File: config.mk
export PLATFORM = sky130hd
export DESIGN_NAME = sim_uart_rx
export DESIGN_NICKNAME = d
export VERILOG_FILES = /design/src/rtl/sim_uart_pkg.sv /design/src/rtl/sim_uart_fifo.sv /design/src/rtl/sim_uart_rx.sv
export SDC_FILE = /design/constraint.sdc
export NUM_CORES = 1
export LEC_CHECK = 0
export BUFFER_PORTS_ARGS = -buffer_cell sky130_fd_sc_hd__buf_4
export CAP_MARGIN = 10
export CORE_MARGIN = 2
export CORE_UTILIZATION = 42
export CTS_CLUSTER_SIZE = 8
export DETAILED_ROUTE_END_ITERATION = 7
export SETUP_SLACK_MARGIN = 0.1
export SYNTH_ARGS = -nofsm -noshare
export SYNTH_HDL_FRONTEND = slang
export SYNTH_SLANG_ARGS = --single-unit
File: constraint.sdc
create_clock -name clk -period 2.1 [get_ports clk]
set_input_delay 0.315 -clock clk [delete_from_list [all_inputs] [get_ports clk]]
set_output_delay 0.315 -clock clk [all_outputs]
set_load 0.05 [all_outputs]
File: src/rtl/sim_uart_pkg.sv
// Shared types and helpers for the simulation-harness UART receiver.
package sim_uart_pkg;

  typedef enum logic [2:0] {
    S_WAIT_IDLE,
    S_IDLE,
    S_START,
    S_DATA,
    S_PARITY,
    S_STOP
  } rx_state_t;

  localparam int PAR_NONE = 0;
  localparam int PAR_ODD  = 1;
  localparam int PAR_EVEN = 2;

  // Clocks per bit, truncated.
  function automatic int calc_div(input int clk_freq, input int baud);
    return clk_freq / baud;
  endfunction

endpackage

File: src/rtl/sim_uart_fifo.sv
// Byte queue behind the receiver: registered read head, no fall-through.
module sim_uart_fifo
  import sim_uart_pkg::*;
#(
  parameter int DEPTH = 4,
  parameter int WIDTH = 8
) (
  input  logic             clk,
  input  logic             rst_n,
  input  logic             push,
  input  logic             pop,
  input  logic [WIDTH-1:0] wdata,
  output logic [WIDTH-1:0] rdata,
  output logic             full,
  output logic             empty
);

  localparam int AW = $clog2(DEPTH);

  logic [AW:0]      wr_ptr;
  logic [AW:0]      rd_ptr;
  logic [WIDTH-1:0] mem [DEPTH];
  logic             do_push;
  logic             do_pop;

  // Extra pointer MSB separates full from empty when the indices match.
  assign empty = (wr_ptr == rd_ptr);
  assign full  = (wr_ptr[AW] != rd_ptr[AW]) && (wr_ptr[AW-1:0] == rd_ptr[AW-1:0]);

  assign do_pop  = pop && !empty;
  assign do_push = push && (!full || do_pop);

  assign rdata = mem[rd_ptr[AW-1:0]];

  always_ff @(posedge clk or negedge rst_n) begin
    if (!rst_n) begin
      wr_ptr <= '0;
      rd_ptr <= '0;
      for (int i = 0; i < DEPTH; i++) mem[i] <= '0;
    end else begin
      if (do_push) begin
        mem[wr_ptr[AW-1:0]] <= wdata;
        wr_ptr              <= wr_ptr + (AW+1)'(1);
      end
      if (do_pop) rd_ptr <= rd_ptr + (AW+1)'(1);
    end
  end

endmodule

File: src/rtl/sim_uart_rx.sv
// Asynchronous-serial receiver: synchronizer, mid-bit sampling deserializer, byte FIFO.
//
// state       | meaning
// S_WAIT_IDLE | wait for the line to be high before looking for a start edge
// S_IDLE      | line idle, waiting for a falling edge
// S_START     | count to mid start bit, reject false starts
// S_DATA      | sample DATA_BITS data bits, LSB first
// S_PARITY    | sample the parity bit
// S_STOP      | sample stop bit, then push or flag one error
module sim_uart_rx
  import sim_uart_pkg::*;
#(
  parameter int CLK_FREQ   = 100000000,
  parameter int BAUD       = 115200,
  parameter int DATA_BITS  = 8,
  parameter int PARITY     = 0,
  parameter int FIFO_DEPTH = 4
) (
  input  logic       clk,
  input  logic       rst_n,
  input  logic       rx,
  output logic [7:0] rx_data,
  output logic       rx_empty,
  input  logic       rx_rd,
  output logic       err_frame,
  output logic       err_parity,
  output logic       err_overrun
);

  localparam int              DIV       = calc_div(CLK_FREQ, BAUD);
  localparam int              CW        = $clog2(DIV);
  localparam logic [CW-1:0]   LOAD_HALF = CW'(DIV/2 - 1);
  localparam logic [CW-1:0]   LOAD_FULL = CW'(DIV - 1);
  localparam logic [2:0]      LAST_IDX  = 3'(DATA_BITS - 1);
  localparam bit              HAS_PAR   = (PARITY != PAR_NONE);

  rx_state_t     state;
  rx_state_t     state_nx;
  logic          rx_meta;
  logic          rxs;
  logic [CW-1:0] cnt;
  logic [2:0]    idx;
  logic [7:0]    shreg;
  logic          par_bit;
  logic          tc;
  logic          par_ok;
  logic          stop_smp;
  logic          push;
  logic          frame_d;
  logic          parity_d;
  logic          overrun_d;
  logic          fifo_full;

  always_ff @(posedge clk or negedge rst_n) begin
    if (!rst_n) begin
      rx_meta <= 1'b1;
      rxs     <= 1'b1;
    end else begin
      rx_meta <= rx;
      rxs     <= rx_meta;
    end
  end

  assign tc = (cnt == '0);

  always_ff @(posedge clk or negedge rst_n) begin
    if (!rst_n) state <= S_WAIT_IDLE;
    else        state <= state_nx;
  end

  always_comb begin
    state_nx = state;
    case (state)
      S_WAIT_IDLE: if (rxs) state_nx = S_IDLE;
      S_IDLE:      if (!rxs) state_nx = S_START;
      S_START:     if (tc) state_nx = rxs ? S_IDLE : S_DATA;
      S_DATA:      if (tc && idx == LAST_IDX) state_nx = HAS_PAR ? S_PARITY : S_STOP;
      S_PARITY:    if (tc) state_nx = S_STOP;
      S_STOP:      if (tc) state_nx = rxs ? S_IDLE : S_WAIT_IDLE;
      default:     state_nx = S_WAIT_IDLE;
    endcase
  end

  // Bits above DATA_BITS stay zero, so the XOR over the whole register is exact.
  always_comb begin
    par_ok = 1'b1;
    if (PARITY == PAR_ODD)       par_ok = (^shreg) ^ par_bit;
    else if (PARITY == PAR_EVEN) par_ok = ~((^shreg) ^ par_bit);
  end

  // One outcome per frame, priority frame > parity > overrun.
  always_comb begin
    stop_smp  = (state == S_STOP) && tc;
    frame_d   = stop_smp && !rxs;
    parity_d  = stop_smp && rxs && !par_ok;
    overrun_d = stop_smp && rxs && par_ok && fifo_full && !rx_rd;
    push      = stop_smp && rxs && par_ok && (!fifo_full || rx_rd);
  end

  always_ff @(posedge clk or negedge rst_n) begin
    if (!rst_n) begin
      cnt     <= '0;
      idx     <= '0;
      shreg   <= '0;
      par_bit <= 1'b0;
    end else begin
      case (state)
        S_IDLE: if (!rxs) cnt <= LOAD_HALF;
        S_START: begin
          if (tc) begin
            cnt   <= LOAD_FULL;
            idx   <= '0;
            shreg <= '0;
          end else begin
            cnt <= cnt - CW'(1);
          end
        end
        S_DATA: begin
          if (tc) begin
            shreg[idx] <= rxs;
            cnt        <= LOAD_FULL;
            if (idx != LAST_IDX) idx <= idx + 3'd1;
          end else begin
            cnt <= cnt - CW'(1);
          end
        end
        S_PARITY: begin
          if (tc) begin
            par_bit <= rxs;
            cnt     <= LOAD_FULL;
          end else begin
            cnt <= cnt - CW'(1);
          end
        end
        S_STOP: if (!tc) cnt <= cnt - CW'(1);
        default: ;
      endcase
    end
  end

  always_ff @(posedge clk or negedge rst_n) begin
    if (!rst_n) begin
      err_frame   <= 1'b0;
      err_parity  <= 1'b0;
      err_overrun <= 1'b0;
    end else begin
      err_frame   <= frame_d;
      err_parity  <= parity_d;
      err_overrun <= overrun_d;
    end
  end

  sim_uart_fifo #(
    .DEPTH(FIFO_DEPTH),
    .WIDTH(8)
  ) u_fifo (
    .clk   (clk),
    .rst_n (rst_n),
    .push  (push),
    .pop   (rx_rd),
    .wdata (shreg),
    .rdata (rx_data),
    .full  (fifo_full),
    .empty (rx_empty)
  );

endmodule

==> impl_results.md, run 1 <==
* Worst Path Buf+Inv at 2
* Syn nets at 291
* Finished Core Util at 50.9%
* Crit path max fanout at 8
* Worst setup SP type: register
* Die extent in x at 94.3 um
* IO Count at 16
* Crit end category: output pin
* CTS clk-pin slew, worst paths at 0.08 ns
* Number of global-route vias before repair at 2293
* Sink Count at 66
* CTS tree: yes
* Slowest stage cell, crit path: mux4_2
* Cell Area, Synth at 0.00342 sq mm
* Cell taking the most area after synthesis: dfrtp_1
* Leading post-synthesis cells by cell area: dfrtp_1, mux2_2, mux4_2
* Final period utilization at 91.7%
* DRC at 0
* Fillers at 678
* Synth Register Bits at 66
* Syn. warnings at 0
* Crit path max-delay family: multiplexers
* R2R Setup Slk at 0.22 ns
* Critical path cell sequence: buf_12, mux4_2, buf_4
* RSZ-0062 raised after global routing: false
* Commonest cells in the netlist: dfrtp_1, mux2_2, o21ai_0
* ANT cells at 0
* Final TNS setup at 0 ns
* Total GRT Usage at 17.5%
* Core Rows at 32
* Post-placement cell area at 0.00375 sq mm
* Worst vdd ir at 0.000347 V
* First DRT Iteration DRCs at 126
* Post-DR wirelength/cell at 16.5 um
* Ys async rst share at 100%
* Largest net degree at the start of global routing at 67
* Placeable Area at 0.00781 sq mm
* Clk_skew at 0.00985 ns
* ANT nets after route at 0
* Max cap viols at 0
* Grt total ovfl at 0
* Ys flop type: dfrtp_1
* Initial antenna violation count at 0
* Worst Reg-to-Reg Cells at 7
* P_leak at 1.80 nW
* Final worst path period need at 1.93 ns
* Vias per inst at 5.60
* Hold Vio Cnt, Final at 0
* Cell area power density at 844 mW/mm^2
* Worst Hold Class: in2async
* Outcome: complete, no violations
* CP Data Required Time at 1.78 ns
* Finish-stage setup viols at 0
* Peak Freq at 519 MHz
* DP Wirelength at 4880 um
* Syn_area_per_cell at 12.3 sq um
* Nets at 323
* Worst skew pair latency at 0.35 ns
* Max transition margin at 44.9%
* Seq/Total Area, Yosys at 48.3%
* Total wire length at 6870 um
* Worst R2R Start: cnt[0]
* Fin. max-slew vios at 0
* CP peak stage delay at 0.52 ns
* CTS Buf Count at 9
* RD Place Congestion at 0.854
* Layout overhead on the synthesized area at 16.0%
* Clock Tree Buf Depth at 2
* Root buffer cell: clkbuf_8
* Die height at 94.3 um
* Initial Util at 43.9%
* Crit path kind: reg2out
* Die area at 0.00889 sq mm
* Routed via count at 2336
* Share of layout cells above drive strength 1 at 33.7%
* Syn Inst Count at 278
* Pre-antenna DRT Iters at 4
* CTS H-Tree Depth at 3
* First-pass GRT wire length at 11800 um
* Yosys cell types at 56
* Count leader, synth: dfrtp_1
* Least-Margin Pin Slew at 0.827 ns
* Final instance area at 0.00397 sq mm
* Port buffer count at 14
* Post-synth EDFFs at 0
* Crit path DAT at 1.61 ns
* Share of the synthesized area in the top cell type at 46.8%
* Worst R2R End: u_fifo.mem[31]
==> metal layers <==
| layer | track usage [%] | part of all wire [%] | routed length (um) |
|---|---|---|---|
| met4 | 8.09 | 1.7 | 120 |
| met2 | 25.7 | 45 | 3110 |
| met5 | 0 | 0 | 0 |
| met1 | 25.0 | 50 | 3410 |
| met3 | 3.13 | 3.4 | 234 |
==> area by class of cell <==
cell class / count / area (sq um) / share of cell area (%)
clock buffers: 9 / 124 / 3.12
repair buffers: 35 / 288 / 7.25
well taps: 102 / 128 / 3.21
clock inverters: 7 / 78.8 / 1.98
inverters: 12 / 45.0 / 1.13
multi-input cells: 186 / 1650 / 41.6
flip-flops and latches: 66 / 1660 / 41.7
==> worst reg2reg max path: cells and delay by family, from the launching register on <==
kind / cells / cell delay, ns
flops: 1 / 0.38
simple gates: 3 / 0.67
mux: 1 / 0.35
fa+ha+maj: 1 / 0.15
buf+inv: 2 / 0.22
==> stage by stage <==
| step | hold slack, ns | power [mW] | instances | setup slack, ns |
|---|---|---|---|---|
| floorplan | 0.0194 | 2.00 | 278 | 0.332 |
| global placement | 0.347 | 2.26 | 400 | 0.238 |
| detailed placement | 0.349 | 2.26 | 400 | 0.213 |
| CTS | 0.0626 | 3.37 | 417 | 0.148 |
| global route | 0.0568 | 3.56 | 417 | 0.105 |
| finish | 0.0658 | 3.35 | 417 | 0.175 |
==> state kept, by name, indices dropped and copies added (netlist names) <==
register,cells
idx,3
cnt,10
u_fifo.mem,32
state,3
u_fifo.wr_ptr,3
err_frame,1
rxs,1
shreg,8
u_fifo.rd_ptr,3
rx_meta,1
err_overrun,1
==> where the power goes <==
| group | leakage, nW | switching [mW] | internal [mW] |
|---|---|---|---|
| Clock | 0.0973 | 0.537 | 0.558 |
| Sequential | 0.873 | 0.148 | 1.39 |
| Combinational | 0.825 | 0.388 | 0.332 |
| Total | 1.80 | 1.07 | 2.28 |
==> what timing repair did <==
item,4_1_cts,5_1_grt
gates cloned,0,0
setup buffers,1,0
hold buffers,0,0
endpoints found under the setup margin,8,7
resized for setup,1,1
==> cells in the final DEF, fill, tap and decap left out, drive strengths merged, types with 3 or more instances in the layout <==
master	count
nand4	7
o21ai	18
nand2	11
xnor2	8
ha	9
inv	13
mux2	36
mux4	8
nand2b	7
o2bb2ai	3
nor3	5
nand3	12
nor2	5
clkbuf	9
a41oi	3
o211ai	3
dfrtp	64
clkinv	3
buf	35
a21oi	4
o22ai	5
a22o	10
a2bb2oi	3
==> cell families (layout without fill, tap and decap cells) <==
family,count (synthesis),count (layout),share of synthesized area (%)
buffers and inverters,26,63,3.62
adder cells (fa/ha/maj),10,10,3.58
AND/OR/NAND/NOR,62,62,12.4
AO/OA/AOI/OAI,59,59,12.3
XOR/XNOR,9,9,2.30
multiplexers,45,45,17.4
other,1,1,0.110
flip-flops,66,66,48.3
==> worst max path at each step <==
stage | from | end | slack [ns] | cells after the start
floorplan | cnt[0] | idx[2] | 0.33 | 7
finish | u_fifo.rd_ptr[0] | rx_data[6] | 0.17 | 3
global route | u_fifo.rd_ptr[0] | rx_data[4] | 0.11 | 3
CTS | u_fifo.rd_ptr[0] | rx_data[6] | 0.15 | 3
detailed placement | cnt[0] | u_fifo.mem[2] | 0.21 | 7
global placement | cnt[0] | u_fifo.mem[6] | 0.24 | 7
No activity file was read; power rests on OpenSTA's default activity.
==> inputs of run 2 (changes only) <==
--- a/config.mk
+++ b/config.mk
@@ -5,6 +5,7 @@
 export SDC_FILE = /design/constraint.sdc
 export NUM_CORES = 1
 export LEC_CHECK = 0
+export ABC_AREA = 1
 export BUFFER_PORTS_ARGS = -buffer_cell sky130_fd_sc_hd__buf_4
 export CAP_MARGIN = 10
 export CORE_MARGIN = 2
==> impl_results.md, run 2 <==
* Post-synth EDFFs at 0
* Ys flop type: dfrtp_1
* Share of layout cells above drive strength 1 at 17.4%
* Largest net degree at the start of global routing at 40
* Biggest regs: u_fifo.mem (32), cnt (10), shreg (8)
* RSZ-0062 raised after global routing: false
* Initial antenna violation count at 0
* Total GRT Usage at 18.5%
* Peak Freq at 533 MHz
* Most common cell after layout, fill and taps aside: nand2_1
* Internal power at 2.92 mW
* Count leader, synth: nand2_1
* Commonest non-fill, non-tap cells in the layout: nand2_1, dfrtp_1, nand3_1
* Die height at 98.8 um
* Crit end category: output pin
* Syn. warnings at 0
* CTS tree: yes
* Switching Power at 2.30 mW
* IO Count at 16
* CTS clk-pin slew, worst paths at 0.08 ns
* P_leak at 2.12 nW
* Largest register by flop count: u_fifo.mem
* DP Wirelength at 5970 um
* Syn_area_per_cell at 8.05 sq um
* Max reg flops at 32
* Core Rows at 34
* Least-Margin Pin Slew at 0.506 ns
* Grt total ovfl at 0
* Port buffer count at 14
* Post-CTS Setup Inserts at 0
* Max cap viols at 0
* Commonest cells in the netlist: nand2_1, dfrtp_1, nand3_1
* Synth Register Bits at 66
* Sw Share at 44.0%
* Outcome: complete, no violations
* Syn nets at 482
* Final critical-path setup slack at 0.224 ns
* Worst setup SP type: register
* Vias per inst at 5.07
* Ys async rst share at 100%
* Sink Count at 66
* CP Data Required Time at 1.78 ns
* Reg power frac at 30.1%
* Fin. max-slew vios at 0
* Clk_skew at 0.0106 ns
* Leading post-synthesis cells by cell area: dfrtp_1, nand2_1, nand3_1
* Post-placement cell area at 0.00402 sq mm
* Share of the synthesized area in the top cell type at 42.4%
* Pre-antenna DRT Iters at 4
* Final worst path period need at 1.88 ns
* Crit path max fanout at 16
* Seq/Total Area, Yosys at 43.8%
* Worst skew pair latency at 0.36 ns
* Root buffer cell: clkbuf_8
* Clock power frac at 25.8%
* Number of global-route vias before repair at 2922
* ANT cells at 0
* CTS Buf Count at 9
* Initial Util at 43.3%
* Cell Area, Synth at 0.00377 sq mm
* Worst vdd ir at 0.000558 V
* First DRT Iteration DRCs at 138
* Slowest stage cell, crit path: dfrtp_2
* RD Place Congestion at 0.906
* Yosys cell types at 39
* DRC at 0
* Post-DR wirelength/cell at 13.9 um
* Final instance area at 0.00428 sq mm
* Combinational share of power at 44.1%
* Total wire length at 8290 um
* Placeable Area at 0.00872 sq mm
* Nets at 497
* Pre-CTS setup slack at 0.290 ns
* Cell taking the most area after synthesis: dfrtp_1
* Critical path cell sequence: buf_4, o21ai_0, o22ai_2, buf_4
* Hold Vio Cnt, Final at 0
* Cell area power density at 1220 mW/mm^2
* Final period utilization at 89.3%
* Die extent in x at 98.8 um
* CTS H-Tree Depth at 3
* Syn Inst Count at 469
* Finish-stage setup viols at 0
* Final TNS setup at 0 ns
* Die area at 0.00976 sq mm
* Layout overhead on the synthesized area at 13.4%
* First-pass GRT wire length at 14600 um
* Crit path DAT at 1.56 ns
* ANT nets after route at 0
* Clock Tree Buf Depth at 2
* Max transition margin at 66.3%
* Crit path kind: reg2out
* Most frequent CP cell: buf_4
* Routed via count at 3028
* Fillers at 808
* CP peak stage delay at 0.45 ns
* Worst Hold Class: in2reg
[run 2: logic make-up after synthesis]
logic type	synth area share [%]
buf+inv	6.37
flops	43.8
xor+xnor	1.86
simple gates	37.8
fa+ha+maj	2.98
other cells	0.0994
compound gates	7.10
[run 2: timing repair]
action,CTS,global route
resized for setup,0,1
endpoints found under the hold margin,25,0
hold buffers,1,0
endpoints found under the setup margin,0,1
[run 2: stage by stage]
stage	hold slack (ns)	total power [mW]	utilization, %	std cells
floorplan	0.0194	3.39	-	469
global placement	0.262	3.90	46.1	580
detailed placement	0.269	3.89	46.1	580
CTS	0.0513	5.25	49.1	597
global route	0.0476	5.58	49.1	597
finish	0.0653	5.22	49.1	597
[run 2: path summary, 6_finish.rpt]
kind | cells past startpoint | slack [ns] | from | to
worst max register to register | 9 | 0.30 | cnt[0] | u_fifo.mem[23]
max in group asynchronous | 3 | 1.15 | rst_n | u_fifo.mem[30]
min in group asynchronous | 2 | 0.42 | rst_n | u_fifo.rd_ptr[2]
worst min register to register | 0 | 0.36 | rx_meta | rxs
worst max-delay path | 4 | 0.22 | u_fifo.rd_ptr[0] | rx_data[5]
worst min-delay path | 1 | 0.07 | rx | rx_meta
[run 2: area by class of cell]
cell class	instances	area, sq um	share of cell area (%)
clock buffer	9	124	2.89
sequential	66	1660	38.7
inverter	32	134	3.13
tap	108	135	3.16
clock inverter	7	124	2.89
multi-input combinational	355	1930	45.1
timing repair buffer	20	178	4.15
[run 2: power by group through the flow]
stage	registers [mW]	clock network (mW)	logic (mW)
floorplan	1.51	0	1.88
global placement	1.59	0	2.31
detailed placement	1.59	0	2.30
CTS	1.57	1.37	2.31
global route	1.60	1.44	2.54
finish	1.57	1.34	2.30
[run 2: critical path, delay by kind of cell (launching register included)]
kind	cells	cell delay, ns
AOI/OAI and AO/OA	2	0.36
buffers and inverters	2	0.40
DFF	1	0.45
[run 2: metal layers]
layer	track usage (%)	up-vias	wire length (um)
li1	-	1567	-
met1	26.1	1382	3910
met2	29.4	68	3840
met3	2.70	11	407
met4	6.32	0	132
met5	0	-	0
==> inputs of run 3 (changes only) <==
--- a/config.mk
+++ b/config.mk
@@ -7,9 +7,9 @@
 export LEC_CHECK = 0
 export ABC_AREA = 1
 export BUFFER_PORTS_ARGS = -buffer_cell sky130_fd_sc_hd__buf_4
-export CAP_MARGIN = 10
+export CAP_MARGIN = 0
 export CORE_MARGIN = 2
-export CORE_UTILIZATION = 42
+export CORE_UTILIZATION = 30
 export CTS_CLUSTER_SIZE = 8
 export DETAILED_ROUTE_END_ITERATION = 7
 export SETUP_SLACK_MARGIN = 0.1
==> impl_results.md, run 3 (synthesis gave the netlist of run 2 again) <==
* Outcome: complete, no violations
* Total GRT Usage at 14.6%
* Worst vdd ir at 0.000461 V
* Final TNS setup at 0 ns
* Cell area power density at 1230 mW/mm^2
* Clk_skew at 0.00969 ns
* Sink Count at 66
* Crit end category: output pin
* Share of layout cells above drive strength 1 at 17.0%
* Vias per inst at 4.81
* Post-CTS Setup Inserts at 0
* Core Rows at 40
* Post-placement cell area at 0.00410 sq mm
* Final instance area at 0.00441 sq mm
* Biggest regs: u_fifo.mem (32), cnt (10), shreg (8)
* Max cap viols at 0
* Register Area at 0.00165 sq mm
* Worst Hold Class: in2reg
* DP Wirelength at 6190 um
* Grt total ovfl at 0
* Post-DR wirelength/cell at 13.4 um
* Routed via count at 3161
* Die area at 0.0135 sq mm
* RSZ-0062 raised after global routing: false
* Least-Margin Pin Slew at 0.561 ns
* Commonest non-fill, non-tap cells in the layout: nand2_1, dfrtp_1, nand3_1
* Crit path DAT at 1.56 ns
* ANT cells at 0
* Worst setup SP type: register
* ANT nets after route at 0
* Final period utilization at 89.4%
* Worst R2R End: u_fifo.mem[4]
* Port buffer count at 14
* Peak Freq at 532 MHz
* Largest register by flop count: u_fifo.mem
* Hold Vio Cnt, Final at 0
* First DRT Iteration DRCs at 243
* First-pass GRT wire length at 15300 um
* CTS tree: yes
* Initial Util at 31.0%
* Worst Reg-to-Reg Cells at 9
* CTS H-Tree Depth at 3
* Final worst path period need at 1.88 ns
* Fillers at 1265
* DRC at 0
* Finish-stage setup viols at 0
* Root buffer cell: clkbuf_16
* Most common cell after layout, fill and taps aside: nand2_1
* Max reg flops at 32
* IO Count at 16
* Initial antenna violation count at 0
* Die extent in x at 116 um
* Pre-antenna DRT Iters at 4
* Layout overhead on the synthesized area at 16.7%
* Total wire length at 8830 um
* CTS Buf Count at 9
* Fin. max-slew vios at 0
* CP Data Required Time at 1.78 ns
* Die height at 116 um
* Multi-input combinational cell area at 0.00193 sq mm
* Largest net degree at the start of global routing at 42
* Hold Path Stages at 1
* P_leak at 2.15 nW
* CTS clk-pin slew, worst paths at 0.06 ns
* Hold_sp: rx
* Total Power at 5.42 mW
* Crit path max fanout at 16
* Max transition margin at 62.6%
* Clock Tree Buf Depth at 2
* Worst R2R Start: cnt[0]
* Crit path kind: reg2out
* Worst skew pair latency at 0.33 ns
* RD Place Congestion at 0.850
* Number of global-route vias before repair at 3078
* Placeable Area at 0.0122 sq mm
* Worst Hold End: rx_meta
* Nets at 497
* R2R Setup Slk at 0.24 ns
## run 3: how the worst max path moves through the flow
stage / slack, ns / start / to / cells past startpoint
global route: 0.11 / cnt[0] / u_fifo.mem[14] / 9
finish: 0.22 / u_fifo.rd_ptr[0] / rx_data[5] / 4
detailed placement: 0.25 / cnt[0] / u_fifo.mem[14] / 9
floorplan: 0.34 / u_fifo.rd_ptr[0] / rx_data[0] / 5
CTS: 0.20 / u_fifo.rd_ptr[0] / rx_data[5] / 4
global placement: 0.33 / cnt[0] / u_fifo.mem[6] / 9
## run 3: layout make-up
cell class,instances,share of cell area [%]
repair buffers,20,4.03
multi-input cells,355,43.9
flip-flops and latches,66,37.5
clock inverters,4,1.16
clock buffers,12,5.59
inverters,32,3.04
well taps,168,4.77
## run 3: timing repair
item,in CTS,in global routing
hold buffers,1,0
gates resized for setup,0,1
endpoints found under the hold margin,8,0
endpoints found under the setup margin,0,2
## run 3: power by group
group          leakage (nW)  internal (mW)  switching (mW)
logic                  1.12          0.733            1.61
registers             0.883           1.39           0.182
clock network         0.143          0.951           0.550
## run 3: per-layer routing
| layer | part of all wire [%] | track usage (%) | up-vias |
|---|---|---|---|
| met2 | 48 | 23.3 | 65 |
| met3 | 3.6 | 4.20 | 6 |
| met1 | 47 | 19.0 | 1521 |
| met5 | 0 | 0 | - |
| li1 | - | - | 1569 |
| met4 | 0.97 | 4.92 | 0 |
## run 3: through the flow
step / hold slack [ns] / setup WS, ns / instances / utilization (%)
floorplan: 0.0194 / 0.339 / 469 / -
global placement: 0.347 / 0.329 / 640 / 33.7
detailed placement: 0.351 / 0.246 / 640 / 33.7
CTS: 0.0786 / 0.202 / 657 / 36.2
global route: 0.0747 / 0.105 / 657 / 36.2
finish: 0.0892 / 0.222 / 657 / 36.2
## run 3: critical path: stages (launching register included)
cell and delay, ns:
dfrtp_1 0.44, buf_4 0.24, o21ai_0 0.13, o22ai_2 0.18
buf_4 0.23
